## src/rtl/shop_pkg.sv

```systemverilog
// Shared types and constants for the shop session arbiter slice.
package shop_pkg;
    localparam int SHOP_W = 4;

    localparam logic [SHOP_W-1:0] DISP_BALANCE = 4'd1;
    localparam logic [SHOP_W-1:0] DISP_STOCK   = 4'd0;
    localparam logic [SHOP_W-1:0] ITEM_NONE    = 4'd0;

    typedef enum logic [2:0] {IDLE, MAINT, SESSION, CLOSE, DONE} state_t;

    typedef struct packed {
        logic [SHOP_W-1:0] money;
        logic [SHOP_W-1:0] buy;
        logic              close;
    } panel_t;
endpackage

```

## src/rtl/shop_rr_arb.sv

```systemverilog
// Two-way round-robin picker: on a tie the panel not served last wins.
module shop_rr_arb (
    input  logic [1:0] req,
    input  logic       last,
    output logic [1:0] pick
);
    always_comb begin
        pick = req;
        if (req == 2'b11) pick = last ? 2'b01 : 2'b10;
    end
endmodule

```

## src/rtl/shop_session_arbiter.sv

```systemverilog
// Shares the shop core between two customer panels and a maintenance port,
// one whole purchase session at a time; all outputs are registered.
module shop_session_arbiter
    import shop_pkg::*;
#(
    parameter int TIMEOUT      = 15,
    parameter int CLOSE_CYCLES = 1
) (
    input  logic              clk,
    input  logic              reset,
    input  logic [1:0]        req,
    input  logic [SHOP_W-1:0] p0_money,
    input  logic [SHOP_W-1:0] p1_money,
    input  logic [SHOP_W-1:0] p0_buy,
    input  logic [SHOP_W-1:0] p1_buy,
    input  logic              p0_close,
    input  logic              p1_close,
    input  logic              mnt_req,
    input  logic [SHOP_W-1:0] mnt_set,
    input  logic [SHOP_W-1:0] mnt_quantity,
    input  logic [SHOP_W-1:0] mnt_price,
    input  logic [SHOP_W-1:0] core_goods,
    input  logic [SHOP_W-1:0] core_balance,
    output logic [1:0]        grant,
    output logic              mnt_grant,
    output logic              busy,
    output logic [SHOP_W-1:0] core_money,
    output logic [SHOP_W-1:0] core_buy,
    output logic [SHOP_W-1:0] core_set,
    output logic [SHOP_W-1:0] core_set_quantity,
    output logic [SHOP_W-1:0] core_set_price,
    output logic [SHOP_W-1:0] core_display,
    output logic              core_close,
    output logic [1:0]        ret_valid,
    output logic [SHOP_W-1:0] ret_goods,
    output logic [SHOP_W-1:0] ret_balance
);
    localparam int TW = $clog2(TIMEOUT + 1);
    localparam int CW = (CLOSE_CYCLES > 1) ? $clog2(CLOSE_CYCLES) : 1;
    localparam logic [TW-1:0] IDLE_MAX   = TW'(TIMEOUT);
    localparam logic [CW-1:0] CLOSE_LAST = CW'(CLOSE_CYCLES - 1);

    state_t        state, state_nxt;
    logic [TW-1:0] idle_cnt;
    logic [CW-1:0] close_cnt;
    logic          rr_last;
    logic [1:0]    pick;
    panel_t        pan;
    logic          active, close_cause;

    shop_rr_arb u_rr (
        .req  (req),
        .last (rr_last),
        .pick (pick)
    );

    // grant is stable for the whole session, so it selects the owner's inputs
    always_comb begin
        pan = '{money: p0_money, buy: p0_buy, close: p0_close};
        if (grant[1]) pan = '{money: p1_money, buy: p1_buy, close: p1_close};
    end

    // core_money holds the owner's money from the previous cycle
    assign active      = (pan.buy != ITEM_NONE) || (pan.money != core_money);
    assign close_cause = pan.close || (idle_cnt == IDLE_MAX) || !req[grant[1]];

    always_comb begin
        state_nxt = state;
        case (state)
            IDLE:    if (mnt_req) state_nxt = MAINT;
                     else if (|req) state_nxt = SESSION;
            MAINT:   if (!mnt_req) state_nxt = IDLE;
            SESSION: if (close_cause) state_nxt = CLOSE;
            CLOSE:   if (close_cnt == CLOSE_LAST) state_nxt = DONE;
            DONE:    state_nxt = IDLE;
            default: state_nxt = IDLE;
        endcase
    end

    always_ff @(posedge clk) begin
        if (reset) begin
            state             <= IDLE;
            idle_cnt          <= '0;
            close_cnt         <= '0;
            rr_last           <= 1'b1;
            grant             <= '0;
            mnt_grant         <= 1'b0;
            busy              <= 1'b0;
            core_money        <= '0;
            core_buy          <= '0;
            core_set          <= '0;
            core_set_quantity <= '0;
            core_set_price    <= '0;
            core_display      <= '0;
            core_close        <= 1'b0;
            ret_valid         <= '0;
            ret_goods         <= '0;
            ret_balance       <= '0;
        end else begin
            state             <= state_nxt;
            busy              <= (state != IDLE);
            mnt_grant         <= (state_nxt == MAINT);
            core_close        <= (state_nxt == CLOSE);
            core_display      <= (state_nxt == SESSION) ? DISP_BALANCE : DISP_STOCK;
            core_buy          <= (state == SESSION && state_nxt == SESSION) ? pan.buy : ITEM_NONE;
            core_set          <= (state == MAINT) ? mnt_set      : '0;
            core_set_quantity <= (state == MAINT) ? mnt_quantity : '0;
            core_set_price    <= (state == MAINT) ? mnt_price    : '0;
            ret_valid         <= '0;

            // money keeps its last value through the close phase
            if (state == SESSION) core_money <= pan.money;
            else if (state != CLOSE) core_money <= '0;

            if (state == SESSION) begin
                if (active) idle_cnt <= '0;
                else if (idle_cnt != IDLE_MAX) idle_cnt <= idle_cnt + 1'b1;
            end else begin
                idle_cnt <= '0;
            end

            close_cnt <= (state == CLOSE) ? close_cnt + 1'b1 : '0;

            if (state == IDLE && state_nxt == SESSION) grant <= pick;

            if (state == DONE) begin
                ret_valid   <= grant;
                ret_goods   <= core_goods;
                ret_balance <= core_balance;
                rr_last     <= grant[1];
                grant       <= '0;
            end
        end
    end
endmodule
```

## config.mk

```make
export PLATFORM = sky130hd
export DESIGN_NAME = shop_session_arbiter
export DESIGN_NICKNAME = d
export VERILOG_FILES = /design/src/rtl/shop_pkg.sv /design/src/rtl/shop_rr_arb.sv /design/src/rtl/shop_session_arbiter.sv
export SDC_FILE = /design/constraint.sdc
export NUM_CORES = 1
export LEC_CHECK = 0
export ABC_AREA = 1
export CORE_UTILIZATION = 56
export DETAILED_ROUTE_END_ITERATION = 7
export DONT_BUFFER_PORTS = 1
export PLACE_DENSITY = 0.73
export SLEW_MARGIN = 20
export SYNTH_ARGS = -nofsm -noshare
export SYNTH_HDL_FRONTEND = slang
export SYNTH_SLANG_ARGS = --single-unit
```

## constraint.sdc

```tcl
create_clock -name clk -period 1.8 [get_ports clk]
set_input_delay 0.27 -clock clk [delete_from_list [all_inputs] [get_ports clk]]
set_output_delay 0.27 -clock clk [all_outputs]
set_load 0.1 [all_outputs]
```

# Word-level counts from Yosys, hierarchy flattened
# Cells that the tools add are included.
# classes
addsub,2
n_lt_le_gt_ge,1
n_eq_ne,12
mux,14
bitwise_logic,5
n_reduce_logical,17
# op_table
operator,n
2-to-1 mux 3 bit,5
"equality test 3 x 2 -> 1 bit, second input constant",4
case mux 3 bit (4 select lines),1
OR reduction 2 bit,6
2-to-1 mux 9 bit,1
2-to-1 mux 4 bit,2
"equality test 3 x 1 -> 1 bit, second input constant",2
NOT 1 bit,5
"adder 4 x 1 -> 4 bit, second input constant",1
"equality test 4 bit, second input constant",1
2-to-1 mux 2 bit,2
inequality test 4 bit,1
"inequality test 4 bit, second input constant",1
nonzero test 4 bit,1
"equality test 3 bit, second input constant",1
logical NOT 3 bit,1
logical OR 1 bit,3
2-to-1 mux 1 bit,3
"inequality test 3 x 2 -> 1 bit, second input constant",1
nonzero test 3 bit,1
OR reduction 3 bit,1
"equality test 2 bit, second input constant",1
logical AND 1 bit,2
"less-than comparator 1 x 2 -> 1 bit, second input constant",1
other kinds (3),3
# totals
register_bits,48
in_bits,43
output_inout_bits,39

# Longest topological paths before layout
# depth
depth_word,10
ltp_mapped,9

# By module
# From an unflattened synthesis, not the netlist that was laid out.
# hier_totals
hier_cells,224
area_unflattened_um2,1732.9
# modules_own_cells
module,instances,cells_each,area_each_um2,seq_area_each_um2
shop_session_arbiter,1,219,1711.6,900.9
shop_rr_arb,1,5,21.3,0.0

# Least setup slack after synthesis
# No wires, ideal clock.
# synth_path
kind,reg2reg
start,reg grant[1]
end,reg idle_cnt[0]
t_arrival_ns,1.789
required_time_ns,1.735
slack_ns,-0.054
stages_incl_launch_ff,9
path_buffers,0
period_less_slack_ns,1.854
cell_sequence,dfxtp_1 > inv_2 > nand2_1 > nand2_1 > nand2_1 > o21ai_0 > nor2_1 > nand3_2 > nor2_1
# synth_between
elab_chain_len,4
word_cells_on_any_way,5
cone_classes,eq/ne: 1; mux: 1; reduce/logical: 3
# synth_lines
item,line_no,source
start: declaration,shop_session_arbiter.sv:24,"output logic [1:0] grant,"
start signal: assignment,shop_session_arbiter.sv:124,if (state == IDLE && state_nxt == SESSION) grant <= pick;
2-to-1 mux 9 bit (*),shop_session_arbiter.sv:60,"if (grant[1]) pan = '{money: p1_money, buy: p1_buy, close: p1_close};"
inequality test 4 bit / nonzero test 4 bit (equally long branches),shop_session_arbiter.sv:64,assign active = (pan.buy != ITEM_NONE) || (pan.money != core_money);
logical OR 1 bit (*),shop_session_arbiter.sv:64,
OR reduction 3 bit (no line) (*),-,
end signal: assignment,shop_session_arbiter.sv:117,else if (idle_cnt != IDLE_MAX) idle_cnt <= idle_cnt + 1'b1;
end: declaration,shop_session_arbiter.sv:44,logic [TW-1:0] idle_cnt;
# Mark *: on every way between the ends. The rest lies on a longest branch, timed or not.
# A chain may end at the register's enable or synchronous reset.

# Worst setup path in the final report
# layout_path
start,reg grant[1]
end,out grant[1]
# No word-level cell between the ends.

==> run metrics <==
status finished with violations; failing checks DRC; Leakage 1.072 nW; cell count after synthesis 212; synth cell count leaders 45 x dfxtp_1, 37 x nor2_1, 36 x inv_1, 32 x nand2_1, 9 x o21ai_0; PortBufs 0; Total GRT Usage 0.2158; Root Buffer clkbuf_4; crit share post-route 0.8201; Initial Utilization 0.6081; gpl congestion 0.8145; drt drc 4; fin nets 301; DR iter-0 viols 28; share of flip-flops with an asynchronous set or reset 0; First-pass DRT Iterations 6; Max Freq 677.4 MHz; Hold Crit Class input port to flop; Crit. End Element output port; Bufs and invs on worst path 1; first-pass GRT wire length 5.423 mm; Crit. path cell count 1; sequential fraction of the synthesis area 0.5236; Vias/cell 4.955; fin cells 289; Mapped Area 0.001720 mm^2; synth top area cells dfxtp_1 52%, nor2_1 8.1%, inv_1 7.9%; setup bufs post-CTS 0; WP data arrival 1.21 ns; Routed Antenna Nets 0; Post-CTS Resized 0; cell with the most instances after synthesis dfxtp_1; CP max FO 15; Largest delay share family, worst path flip-flops; final setup margin 0.3238 ns; Worst Path Required 1.53 ns; TritonCTS Buffers 5; crit path kind flop to output port; syn avg cell area 8.115 um^2; RSZ-0062 raised after global routing no; Syn. warnings 0; crit path cell chain buf_4; Yosys reg bits 45; core area 0.002829 mm^2; clock buffer depth 2; Die Wd 57.43 um; R2R Setup Slk 0.35 ns; routed len/inst 12.03 um; Antenna Cells 0; final instance area 0.002111 mm^2; DP Cell Count 275; clk_skew 0.007729 ns; Crit-path slowest cell dfxtp_2; Final setup viols 0; leading area contributor after synthesis dfxtp_1; vias in the first global route 1335; Detail Placement HPWL 2.615 mm; Setup crit start kind flop; hold depth 2; WL final 3.477 mm; Max-cap violations 0; clock slew at reported path FFs 0.13 ns; grt ovf 0; post-place setup slack 0.3873 ns; CTS tree built; initial antenna violation count 0; # rows 19; Synth cell types 30; pin count of the biggest net entering global routing 16; CP max stage delay 0.51 ns; Max VDD drop 0.0006429 V; routed vias 1432; synthesis-to-finish area growth 22.69%; R2R cell count 8; Main synth FF type dfxtp_1; layout cells sized above 1 0.2287; worst-skew pair later-pin latency 0.35 ns; Hold Buf Count CTS 4; total clock sinks 45; post-route minimum period 1.476 ns; Post-synth EDFFs 0; Slew Viols, Final 0; fin util 0.7461; Final Hold Viols 0; DP Area 0.001992 mm^2; post-route setup TNS 0 ns; Pwr per Cell Area 930.6 mW/mm^2; Yosys top cell area share 0.5236; # IOs 82; CTS H-tree lvls 2; DIE AREA 0.003298 mm^2; Die Ht 57.43 um
==> registers in the layout (all words and copies together), names as in the netlist, 2 cells and up <==
name	flops
ret_goods	4
core_set_quantity	4
state	3
core_money	4
core_set	4
grant	2
ret_balance	4
core_buy	4
idle_cnt	4
ret_valid	2
core_set_price	4
==> area by class of cell <==
class	instances	area, um^2
tap	31	38.79
clock buffer	5	37.54
multi-input combinational	122	626.9
clock inverter	3	21.27
fill	213	718.2
timing repair buffer	42	330.3
inverter	41	153.9
sequential	45	902.1
==> power breakdown <==
| group | internal (mW) | switching (mW) |
|---|---|---|
| clock | 0.155 | 0.326 |
| combinational | 0.0897 | 0.341 |
| sequential | 1.03 | 0.0231 |
| total | 1.27 | 0.690 |
==> metrics by stage <==
stage	hold slack (ns)	total power, mW
5_1_grt	0.007498	2.040
4_1_cts	0.0005458	1.969
3_5_place_dp	0.3470	1.493
6_report	0.007909	1.964
3_3_place_gp	0.3471	1.484
2_1_floorplan	0.3822	1.434
==> cells in the final DEF (no fill, tap or decap) <==
| cell | instances |
|---|---|
| inv_2 | 4 |
| o21ai_0 | 9 |
| a22oi_1 | 1 |
| nand2_1 | 32 |
| ha_1 | 1 |
| clkinvlp_4 | 1 |
| nor2_1 | 37 |
| buf_4 | 36 |
| clkinv_2 | 1 |
| nor3_1 | 3 |
| o21ai_2 | 1 |
| or2_1 | 1 |
| mux2_2 | 1 |
| clkbuf_4 | 5 |
| nor2_2 | 2 |
| inv_1 | 36 |
| nor2_4 | 2 |
| nand3_1 | 6 |
| o21ai_1 | 1 |
| clkinv_1 | 1 |
| dfxtp_2 | 1 |
| inv_6 | 1 |
| a211oi_1 | 1 |
| nand4_2 | 1 |
| dlygate4sd3_1 | 6 |
| nand3_2 | 2 |
| xor2_1 | 1 |
| nand4_1 | 3 |
| dfxtp_1 | 44 |
| o22ai_1 | 1 |
| a22o_1 | 8 |
| a21oi_1 | 4 |
| a21oi_4 | 1 |
| conb_1 | 3 |
==> layer usage <==
layer | vias to the layer above | part of all wire | GRT usage
met3 | 5 | 0.067 | 0.05669
met5 | - | 0 | 0
met4 | 0 | 0.0066 | 0.07317
met2 | 55 | 0.53 | 0.4037
met1 | 634 | 0.40 | 0.2326
li1 | 738 | - | -
==> worst paths after layout <==
| check | endpoint | from |
|---|---|---|
| worst min register to register | ret_valid[0]$_SDFF_PP0_ | grant[0]$_SDFFE_PP0P_ |
| worst max register to register | core_buy[0]$_SDFF_PP0_ | idle_cnt[0]$_SDFFE_PP0N_ |
| worst max-delay path | grant[1] | grant[1]$_SDFFE_PP0P_ |
| worst min-delay path | core_set_quantity[1]$_SDFF_PP0_ | mnt_quantity[1] |
==> cell families after synthesis <==
kind of cell             share of synthesized area
adder cells (fa/ha/maj)                   0.007272
buffers and inverters                       0.1164
flip-flops                                  0.5236
other                                     0.002180
multiplexers                              0.006545
AO/OA/AOI/OAI                               0.1084
AND/OR/NAND/NOR                             0.2305
XOR/XNOR                                  0.005092
Power figures use the tool's default switching activity.
